## src/rtl/upcnt_pkg.sv

```systemverilog
// upcnt_pkg: shared definitions for the sync_up_counter library slice.
//   - default WIDTH / MODULO constants
//   - upcnt_op_e: per-edge operation, listed in priority order (clear, load,
//     increment, hold)
//   - upcnt_cfg_ok(): clog2-based legality check of a WIDTH/MODULO pair
package upcnt_pkg;

  localparam int unsigned      UPCNT_DEF_WIDTH  = 4;
  localparam longint unsigned  UPCNT_DEF_MODULO = 16;

  typedef enum logic [1:0] {
    UPCNT_OP_CLR,
    UPCNT_OP_LOAD,
    UPCNT_OP_INC,
    UPCNT_OP_HOLD
  } upcnt_op_e;

  // MODULO must fit in WIDTH bits of count range: 2 <= MODULO <= 2**WIDTH.
  function automatic bit upcnt_cfg_ok(input int unsigned     width,
                                      input longint unsigned modulo);
    return (width >= 1) && (width <= 32) && (modulo >= 2) &&
           (int'($clog2(modulo)) <= int'(width));
  endfunction

endpackage

```

## src/rtl/upcnt_cell.sv

```systemverilog
// upcnt_cell: one bit slice of the synchronous up counter.
//   i_clk   : clock, rising edge
//   i_rst_n : asynchronous active-low reset (bit -> 0)
//   i_t     : toggle request (count enable AND all lower bits set)
//   i_ld    : force the bit to i_d this edge (clear / load / wrap); beats i_t
//   i_d     : value forced when i_ld is high
//   o_q     : registered bit
module upcnt_cell (
  input  logic i_clk,
  input  logic i_rst_n,
  input  logic i_t,
  input  logic i_ld,
  input  logic i_d,
  output logic o_q
);

  logic r_q;

  always_ff @(posedge i_clk or negedge i_rst_n) begin
    if (!i_rst_n) begin
      r_q <= 1'b0;
    end else if (i_ld) begin
      r_q <= i_d;
    end else if (i_t) begin
      r_q <= ~r_q;
    end
  end

  assign o_q = r_q;

endmodule

```

## src/rtl/sync_up_counter.sv

```systemverilog
// sync_up_counter: registered up counter, counts 0..MODULO-1 with clear,
// clamped parallel load, combinational terminal-count carry and a
// registered wrap pulse.
//   clk      : clock, rising edge
//   rst_n    : asynchronous active-low reset
//   en       : count enable
//   clr      : synchronous clear (highest priority)
//   load     : synchronous load of load_val (clamped to MODULO-1)
//   load_val : load value
//   q        : current count
//   tc       : en && (q == MODULO-1), for cascading into the next stage's en
//   wrap     : one-cycle pulse, high in the cycle q has just wrapped to 0
//   ovf      : sticky wrap flag, cleared by clr/rst_n only; exists only when
//              UPCNT_OVF_STICKY_EN is defined
module sync_up_counter
  import upcnt_pkg::*;
#(
  parameter int unsigned     WIDTH  = UPCNT_DEF_WIDTH,
  parameter longint unsigned MODULO = UPCNT_DEF_MODULO
) (
  input  logic             clk,
  input  logic             rst_n,
  input  logic             en,
  input  logic             clr,
  input  logic             load,
  input  logic [WIDTH-1:0] load_val,
  output logic [WIDTH-1:0] q,
  output logic             tc,
  output logic             wrap
`ifdef UPCNT_OVF_STICKY_EN
  ,
  output logic             ovf
`endif
);

  localparam logic [WIDTH-1:0] LAST = WIDTH'(MODULO - 1);

  if (!upcnt_cfg_ok(WIDTH, MODULO)) begin : g_bad_cfg
    $error("sync_up_counter: illegal WIDTH/MODULO combination");
  end

  logic [WIDTH-1:0] w_q;
  logic [WIDTH-1:0] w_t;
  logic [WIDTH-1:0] w_d;
  logic [WIDTH-1:0] w_load_clamped;
  logic             w_ld;
  logic             w_at_last;
  logic             w_wrap_evt;
  upcnt_op_e        w_op;
  logic             r_wrap;

  assign w_at_last      = (w_q == LAST);
  assign w_load_clamped = (load_val > LAST) ? LAST : load_val;

  // Ripple-free toggle chain: bit i toggles when counting and all lower bits are 1.
  assign w_t[0] = en;
  for (genvar i = 1; i < WIDTH; i++) begin : g_tchain
    assign w_t[i] = w_t[i-1] & w_q[i-1];
  end

  always_comb begin
    w_op = UPCNT_OP_HOLD;
    if (clr) begin
      w_op = UPCNT_OP_CLR;
    end else if (load) begin
      w_op = UPCNT_OP_LOAD;
    end else if (en) begin
      w_op = UPCNT_OP_INC;
    end
  end

  // Clear, load and the wrap back to 0 all override the toggle chain; this
  // keeps a non-power-of-two MODULO from ever registering a value past LAST.
  always_comb begin
    w_ld = 1'b0;
    w_d  = '0;
    unique case (w_op)
      UPCNT_OP_CLR: begin
        w_ld = 1'b1;
        w_d  = '0;
      end
      UPCNT_OP_LOAD: begin
        w_ld = 1'b1;
        w_d  = w_load_clamped;
      end
      UPCNT_OP_INC: begin
        w_ld = w_at_last;
        w_d  = '0;
      end
      default: begin
        w_ld = 1'b0;
        w_d  = '0;
      end
    endcase
  end

  assign w_wrap_evt = (w_op == UPCNT_OP_INC) && w_at_last;

  for (genvar i = 0; i < WIDTH; i++) begin : g_cell
    upcnt_cell u_cell (
      .i_clk   (clk),
      .i_rst_n (rst_n),
      .i_t     (w_t[i]),
      .i_ld    (w_ld),
      .i_d     (w_d[i]),
      .o_q     (w_q[i])
    );
  end

  always_ff @(posedge clk or negedge rst_n) begin
    if (!rst_n) begin
      r_wrap <= 1'b0;
    end else begin
      r_wrap <= w_wrap_evt;
    end
  end

`ifdef UPCNT_OVF_STICKY_EN
  logic r_ovf;

  always_ff @(posedge clk or negedge rst_n) begin
    if (!rst_n) begin
      r_ovf <= 1'b0;
    end else if (w_op == UPCNT_OP_CLR) begin
      r_ovf <= 1'b0;
    end else if (w_wrap_evt) begin
      r_ovf <= 1'b1;
    end
  end

  assign ovf = r_ovf;
`endif

  assign q    = w_q;
  assign tc   = en & w_at_last;
  assign wrap = r_wrap;

endmodule

```

## config.mk

```make
export PLATFORM = sky130hd
export DESIGN_NAME = sync_up_counter
export DESIGN_NICKNAME = d
export VERILOG_FILES = /design/src/rtl/upcnt_pkg.sv /design/src/rtl/upcnt_cell.sv /design/src/rtl/sync_up_counter.sv
export SDC_FILE = /design/constraint.sdc
export NUM_CORES = 1
export LEC_CHECK = 0
export BUFFER_PORTS_ARGS = -buffer_cell sky130_fd_sc_hd__buf_4
export CORE_AREA = 3 3 40 42
export DETAILED_ROUTE_END_ITERATION = 8
export DIE_AREA = 0 0 43 45
export HOLD_SLACK_MARGIN = 0.08
export PLACE_DENSITY = 0.56
export SYNTH_ARGS = -nofsm -noshare
export SYNTH_HDL_FRONTEND = slang
export SYNTH_SLANG_ARGS = --single-unit
```

## constraint.sdc

```tcl
create_clock -name clk -period 2.93 [get_ports clk]
set_clock_uncertainty 0.15 [all_clocks]
set_input_delay 0.4395 -clock clk [delete_from_list [all_inputs] [get_ports clk]]
set_output_delay 0.4395 -clock clk [all_outputs]
set_load 0.03 [all_outputs]
```

[Word level (Yosys, flattened, before mapping)]
Cells that the tools add are included.
Word-level totals
  flip-flop bits (word level): 5
  input port bits: 9
  logic and storage cells: 38
Cells by class
  $lt $le $gt $ge: 1
  equality and inequality tests: 3
  muxes and demuxes: 14
  bitwise logic cells: 8
  reduce and logical (&&, ||, !) cells: 7
Operators by type and width (count)
  two-way mux 1 bit: 9
  two-way mux 4 bit: 2
  nonzero test 2 bit: 4
  AND 1 bit: 4
  == test 4 bit, second input constant: 1
  > comparator 4 bit, second input constant: 1
  two-way mux 2 bit: 2
  inverter 1 bit: 4
  == test 2 x 1 -> 1 bit, second input constant: 1
  == test 2 bit, second input constant: 1
  logical NOT 2 bit: 1
  one-hot mux 1 bit (2 select lines): 1
  OR reduction 2 bit: 1
  logical AND 1 bit: 1

[Longest topological paths before layout]
Gate-level depths: netlist (run 1).
  depth after elaboration: 7
  gate-level depth with buffers: 3
  mapped depth without buffers: 3

[Cells and area by module]
A second synthesis (run 1) with hierarchy kept.
Unflattened totals
  cells, all modules: 31
  area, all modules: 294.0 um^2
By module, submodules not included
  upcnt_cell: times used 4, cells each 4, area each 42.5 um^2, sequential area each 25.0 um^2
  sync_up_counter: times used 1, cells each 15, area each 123.9 um^2, sequential area each 25.0 um^2

[Least setup slack after synthesis (run 1)]
No wires, ideal clock.
  path type: input to output
  start: in en
  end: out tc
  arrival time: 0.848 ns
  required time: 2.341 ns
  setup slack: 1.493 ns
  stages: 2
  buffers on the path: 0
  cells stage by stage: and4_4 and2_4
On the way
  longest elaborated chain between the ends: 1
Ends and longest elaborated chain
  from (decl): line sync_up_counter.sv:23  | input logic en,
  AND 1 bit: line sync_up_counter.sv:135  | assign tc = en & w_at_last;
  to (decl): line sync_up_counter.sv:28  | output logic tc,
Every way passes these cells.

[Worst setup path after layout (run 1)]
  start: reg g_cell[0].u_cell.r_q
  end: out tc
On the way
  longest elaborated chain between the ends: 2
Ends and longest elaborated chain
  from (decl): line upcnt_cell.sv:17  | logic r_q;
  from (signal assigned): line upcnt_cell.sv:23  | r_q <= i_d;
  from (signal assigned): line upcnt_cell.sv:25  | r_q <= ~r_q;
  == test 4 bit: line sync_up_counter.sv:52  | assign w_at_last = (w_q == LAST);
  AND 1 bit: line sync_up_counter.sv:135
Every way passes these cells.

==> impl_metrics.py, run 1 <==
metrics = {
    "outcome": {
        "outcome": "completed",
    },
    "yosys": {
        "syn_nets": 39,
        "ys_warn_count": 0,
        "netlist_instances": 30,
        "synth.distinct_cells": 15,
        "synth-seq-cells": 5,
        "synth.avg_cell_area_um2": 9.843,
        "synth_area_um2": 295.3,
        "synth-seq-area-share_pct": 42.37,
    },
    "cells_and_area": {
        "diodes": 0,
        "instances_no_fill": 59,
        "postLayoutCoreUtil_pct": 32.72,
        "layout.nets": 54,
        "syn_to_final_growth_pct": 42.37,
        "n_fill_cell": 136,
        "drive_gt1_share_pct": 45.45,
    },
    "floorplan": {
        "fp-row-count": 13,
        "dieArea_um2": 1935,
        "ioPinCount": 15,
        "initial_utilization_pct": 22.98,
        "die_w_um": 43,
        "core_area_um2": 1285,
        "die_y_um": 45,
    },
    "flow_run": {
        "maxCapViolCount": 0,
    },
    "sta": {
        "period_needed_ps": 1768,
        "slew_violations": 0,
        "tns_ps": 0,
        "finalHoldViolCount": 0,
        "timing.final.crit_share_pct": 60.34,
        "rsz0062_at_grt": "false",
        "setup_viol": 0,
        "max_freq_mhz": 565.6,
        "slew_headroom_pct": 91.98,
        "worst_pin_slew_ps": 116.9,
    },
    "power": {
        "power.leakage_uw": 0.0002220,
        "irDropWorstVdd_v": 0.0001492,
        "pwr_density_cell_nw_per_um2": 468.7,
    },
    "clock_tree": {
        "htreeDepth": 1,
        "clock_sinks": 5,
        "cts_hold_buf": 1,
        "tritoncts": "yes",
        "post-cts-setup-buffer-count": 0,
        "cts.path.max_buffers": 2,
        "cts_root_buffer": "clkbuf_4",
        "cts.repair.resized": 0,
        "clk_latency_ps": 240,
        "clkSlewWorstSetupHoldPaths_ps": 40,
        "cts_buffers": 3,
    },
    "drt": {
        "drc_errors": 0,
        "viasPerCell": 3.847,
        "firstDrtPassIters": 4,
        "vias": 227,
        "wirelength_um": 529,
        "ant_nets": 0,
        "post_drt_wl_per_cell_um": 8.966,
        "drt_iter0_drc": 2,
    },
    "global_routing": {
        "grt_pass1_wl_um": 828,
        "grt_pass1_vias": 213,
        "track_usage_pct": 6.114,
        "grt_max_degree": 9,
        "overflow": 0,
        "antenna_found_initial": 0,
    },
    "min_path": {
        "holdPathStages": 2,
        "hold_path_class": "in -> reg",
        "whs_endpoint": "wrap",
        "min_from": "clr",
    },
    "setup_path": {
        "rrSetupSlack_ps": 1770,
        "reg2reg_to": "wrap",
        "critPathCaptureType": "output pin",
        "cp_max_fo": 5,
        "reg2reg_depth": 3,
        "arrival_ps": 1180,
        "critPathRequiredTime_ps": 2340,
        "worst_setup_path_start_kind": "flop",
        "r2r_start": "g_cell[0].u_cell.o_q",
        "crit_type": "reg -> out",
    },
    "placement": {
        "dp.cells": 54,
        "io_buffers": 14,
        "dpl.hpwl_um": 427,
        "place.gp.congestion": 0.6571,
    },
}
==> synth_stat cells (all sizes together) <==
cell | n | area, µm²
buf | 5 | 35.03
and4 | 1 | 11.26
a21oi | 3 | 15.01
mux2i | 1 | 10.01
inv | 3 | 11.26
o21a | 3 | 22.52
nor3b | 1 | 12.51
nor2 | 2 | 7.510
xnor2 | 1 | 8.760
dfrtp | 5 | 125.1
nand2 | 1 | 3.750
xor2 | 2 | 17.52
and2 | 1 | 8.760
a31oi | 1 | 6.260
==> worst max-delay path by stage <==
stage	startpoint	end	slack (ps)	cells after the start
floorplan	en	tc	1490	2
global placement	en	tc	1290	4
detailed placement	en	tc	1270	4
CTS	g_cell[0].u_cell.o_q	tc	1150	3
global route	g_cell[0].u_cell.o_q	tc	1100	3
finish	g_cell[0].u_cell.o_q	tc	1160	3
==> cell families after synthesis <==
logic type                share of synthesized area (%)
muxes                                             3.390
AOI/OAI and AO/OA                                 14.83
and+or+nand+nor                                   14.83
buffers and inverters                             15.68
xor gates and xnor gates                          8.900
DFF                                               42.37
==> cell type report <==
type                       instances  area (µm²)  area share [%]
clock buffer                       4       26.28           6.250
inverter                           3       11.26           2.679
timing repair buffer              15       115.1           27.38
tap                               15       18.77           4.464
multi-input combinational         17       123.9           29.46
sequential                         5       125.1           29.76
==> registers in the layout, indices dropped and copies added, names as in the netlist <==
signal,flops
wrap,1
g_cell.u_cell.o_q,4
==> critical path, cell delays in order (launching register included) <==
cell	delay (ps)
dfrtp_1	400
and4_4	250
and2_4	140
buf_4	150
==> metal layers <==
metal	global-route usage (%)	routed length, µm	up-vias
li1	-	-	123
met1	6.863	230	90
met2	8.383	221	12
met3	3.187	57	2
met4	5.422	19	0
met5	0	0	-
==> stage by stage <==
| stage | worst slack, ps | instance area [µm²] | hold WS, ps | total power (µW) |
|---|---|---|---|---|
| 3_5_place_dp | 1275 | 384.1 | 91.33 | 119.4 |
| 3_3_place_gp | 1286 | 384.1 | 91.24 | 120.3 |
| 6_report | 1162 | 420.4 | 241.8 | 197.0 |
| 2_1_floorplan | 1493 | 295.3 | -6.091 | 106.2 |
| 4_1_cts | 1146 | 420.4 | 237.1 | 200.8 |
| 5_1_grt | 1097 | 420.4 | 246.4 | 207.0 |
==> report_power, final <==
part           switching (µW)  internal, µW  leakage (µW)
Combinational            21.2          20.2      0.000141
Clock                    26.3          51.4     0.0000150
Sequential               4.34          73.6     0.0000657
==> layout by cell type (no fill, tap or decap), types with 2 or more instances in the layout <==
cell	instances
a21oi_1	3
buf_4	14
clkbuf_4	3
dfrtp_1	5
inv_1	3
nor2_1	2
o21a_1	3
xor2_1	2
(Power assumes the default switching activity.)
==> run 2, diff against run 1 <==
--- a/config.mk
+++ b/config.mk
@@ -5,12 +5,13 @@
 export SDC_FILE = /design/constraint.sdc
 export NUM_CORES = 1
 export LEC_CHECK = 0
+export ABC_AREA = 1
 export BUFFER_PORTS_ARGS = -buffer_cell sky130_fd_sc_hd__buf_4
 export CORE_AREA = 3 3 40 42
 export DETAILED_ROUTE_END_ITERATION = 8
 export DIE_AREA = 0 0 43 45
 export HOLD_SLACK_MARGIN = 0.08
-export PLACE_DENSITY = 0.56
+export PLACE_DENSITY = 0.58
 export SYNTH_ARGS = -nofsm -noshare
 export SYNTH_HDL_FRONTEND = slang
 export SYNTH_SLANG_ARGS = --single-unit
==> constraint.sdc (replaced) <==
create_clock -name clk -period 1.75 [get_ports clk]
set_clock_uncertainty 0.15 [all_clocks]
set_input_delay 0.2625 -clock clk [delete_from_list [all_inputs] [get_ports clk]]
set_output_delay 0.2625 -clock clk [all_outputs]
set_load 0.03 [all_outputs]
==> impl_metrics.py, run 2 <==
metrics = {
    "sta": {
        "tns_ps": 0,
        "setup_ws_ps": 200.6,
        "setup_viol": 0,
        "period_needed_ps": 1549,
        "slew_headroom_pct": 88.07,
        "worst_pin_slew_ps": 178.7,
        "slew_violations": 0,
        "finalHoldViolCount": 0,
        "timing.final.crit_share_pct": 88.53,
        "max_freq_mhz": 645.4,
        "rsz0062_at_grt": "false",
    },
    "placement": {
        "place.gp.congestion": 0.6909,
        "dpl.hpwl_um": 568.8,
        "io_buffers": 14,
        "pre_cts_slack_ps": 464.6,
    },
    "drt": {
        "vias": 302,
        "drt_iter0_drc": 4,
        "firstDrtPassIters": 2,
        "drc_errors": 0,
        "ant_nets": 0,
        "post_drt_wl_per_cell_um": 8.701,
        "viasPerCell": 3.922,
        "wirelength_um": 670,
    },
    "yosys": {
        "syn_nets": 56,
        "yosysTopAreaCell": "dfrtp_1",
        "netlist_instances": 47,
        "synth.avg_cell_area_um2": 6.895,
        "synth_edf_count": 0,
        "synth.distinct_cells": 13,
        "synth-seq-cells": 5,
        "synth_area_um2": 324.1,
        "ys_warn_count": 0,
        "synthTopCellsByArea": "dfrtp_1, inv_1, buf_4",
        "ys_top_cells_by_count": "inv_1, nand2_1, nor2_1, dfrtp_1, nand3_1",
        "synth-seq-area-share_pct": 38.61,
        "synth_top_area_share_pct": 38.61,
        "synth_top_flop_cell": "dfrtp_1",
        "yosysMostFrequentCell": "inv_1",
        "async_reset_ff_share_pct": 100.0,
    },
    "setup_path": {
        "cp_max_fo": 4,
        "critPathCaptureType": "output pin",
        "slowest_stage": "dfrtp_1",
        "path_cells": "nand2_1 -> nor2_1 -> nand2_1 -> inv_1 -> buf_4",
        "arrival_ps": 1140,
        "cp_common_cell": "nand2_1",
        "max_stage_delay_ps": 380,
        "critPathRequiredTime_ps": 1340,
        "worst_setup_path_start_kind": "flop",
        "crit_type": "reg -> out",
    },
    "cells_and_area": {
        "layout_commonest_cell": "buf_4",
        "syn_to_final_growth_pct": 40.15,
        "final_cell_mix": "buf_4, inv_1, nand2_1, nor2_1",
        "diodes": 0,
        "largest_reg_flops": 4,
        "layout.nets": 72,
        "drive_gt1_share_pct": 33.87,
        "n_fill_cell": 150,
    },
    "clock_tree": {
        "clock_sinks": 5,
        "post-cts-setup-buffer-count": 0,
        "cts.repair.resized": 0,
        "htreeDepth": 1,
        "clk_latency_ps": 240,
        "clkSlewWorstSetupHoldPaths_ps": 40,
        "cts_buffers": 3,
        "cts.path.max_buffers": 2,
        "tritoncts": "yes",
        "cts_root_buffer": "clkbuf_4",
    },
    "power": {
        "irDropWorstVdd_v": 0.0002306,
        "pwr_density_cell_nw_per_um2": 785.9,
        "power.leakage_uw": 0.0002685,
        "p_total_uw": 356.9,
    },
    "global_routing": {
        "grt_pass1_wl_um": 1145,
        "track_usage_pct": 8.361,
        "grt_max_degree": 6,
        "grt_pass1_vias": 287,
        "overflow": 0,
        "antenna_found_initial": 0,
    },
    "flow_run": {
        "maxCapViolCount": 0,
    },
    "outcome": {
        "outcome": "completed",
    },
    "floorplan": {
        "fp-row-count": 13,
        "ioPinCount": 15,
        "die_w_um": 43,
        "dieArea_um2": 1935,
        "initial_utilization_pct": 25.22,
        "die_y_um": 45,
        "core_area_um2": 1285,
    },
    "min_path": {
        "hold_path_class": "in -> reg",
    },
}
run 2: cell count changes after synthesis, sizes merged, moves of 2 or more:
cell,before,now
a21oi,3,1
inv,3,12
nand2,1,8
nand3,0,5
nor2,2,7
o21a,3,0
o21ai,0,4
xor2,2,0
run 2: critical path: cells and delay by family (launching register included):
kind	cells	cell delay [ps]
DFF	1	380
and+or+nand+nor	3	290
buffers and inverters	2	220
run 2: logic make-up (layout without fill, tap and decap cells):
logic type      count (synthesis)  after routing  share of synthesized area (%)
simple gates                   21             21                          29.34
buf+inv                        16             31                          23.17
compound gates                  5              5                          8.878
flops                           5              5                          38.61
run 2: metrics by stage:
stage	instances	cell area, µm²	hold slack (ps)	utilization (%)
final	77	454.2	145.9	35.35
after global routing	77	454.2	159.9	35.35
after CTS	77	454.2	135.3	35.35
after detailed placement	72	417.9	-80.46	32.52
after global placement	72	417.9	-80.47	32.52
after floorplan	47	324.1	-183.1	-
run 2: layer usage:
| layer | wire length, µm | share of wire [%] | GRT usage, % | vias to the layer above |
|---|---|---|---|---|
| li1 | - | - | - | 167 |
| met1 | 333 | 50 | 10.49 | 120 |
| met2 | 261 | 39 | 11.68 | 13 |
| met4 | 20 | 3.0 | 10.84 | 0 |
| met5 | 0 | 0 | 0 | - |
| met3 | 54 | 8.1 | 0 | 2 |
run 2: path summary, 6_finish.rpt:
path | depth (start not counted) | slack (ps) | from | to
min | 3 | 150 | load_val[0] | g_cell[0].u_cell.o_q
min reg2reg | 2 | 430 | g_cell[3].u_cell.o_q | g_cell[3].u_cell.o_q
min in group asynchronous | 2 | 210 | rst_n | g_cell[0].u_cell.o_q
max reg2reg | 6 | 620 | g_cell[0].u_cell.o_q | g_cell[1].u_cell.o_q
max | 5 | 200 | g_cell[0].u_cell.o_q | tc
max in group asynchronous | 2 | 1130 | rst_n | g_cell[3].u_cell.o_q
run 2: area by class of cell:
| type | count | area [µm²] | share of cell area, % |
|---|---|---|---|
| sequential | 5 | 125.1 | 27.55 |
| clock buffer | 4 | 26.28 | 5.785 |
| inverter | 12 | 45.04 | 9.917 |
| timing repair buffer | 15 | 115.1 | 25.34 |
| tap | 15 | 18.77 | 4.132 |
| multi-input combinational | 26 | 123.9 | 27.27 |
run 2: report_power, final:
part | internal (µW) | total, µW | switching [µW]
sequential | 126 | 137 | 10.6
clock | 86.1 | 132 | 45.5
combinational | 37.8 | 88.7 | 50.9
total | 250 | 357 | 107
run 2: what timing repair did:
item,CTS,global route
hold buffers,1,0
endpoints found under the setup margin,0,0
endpoints found under the hold margin,5,0
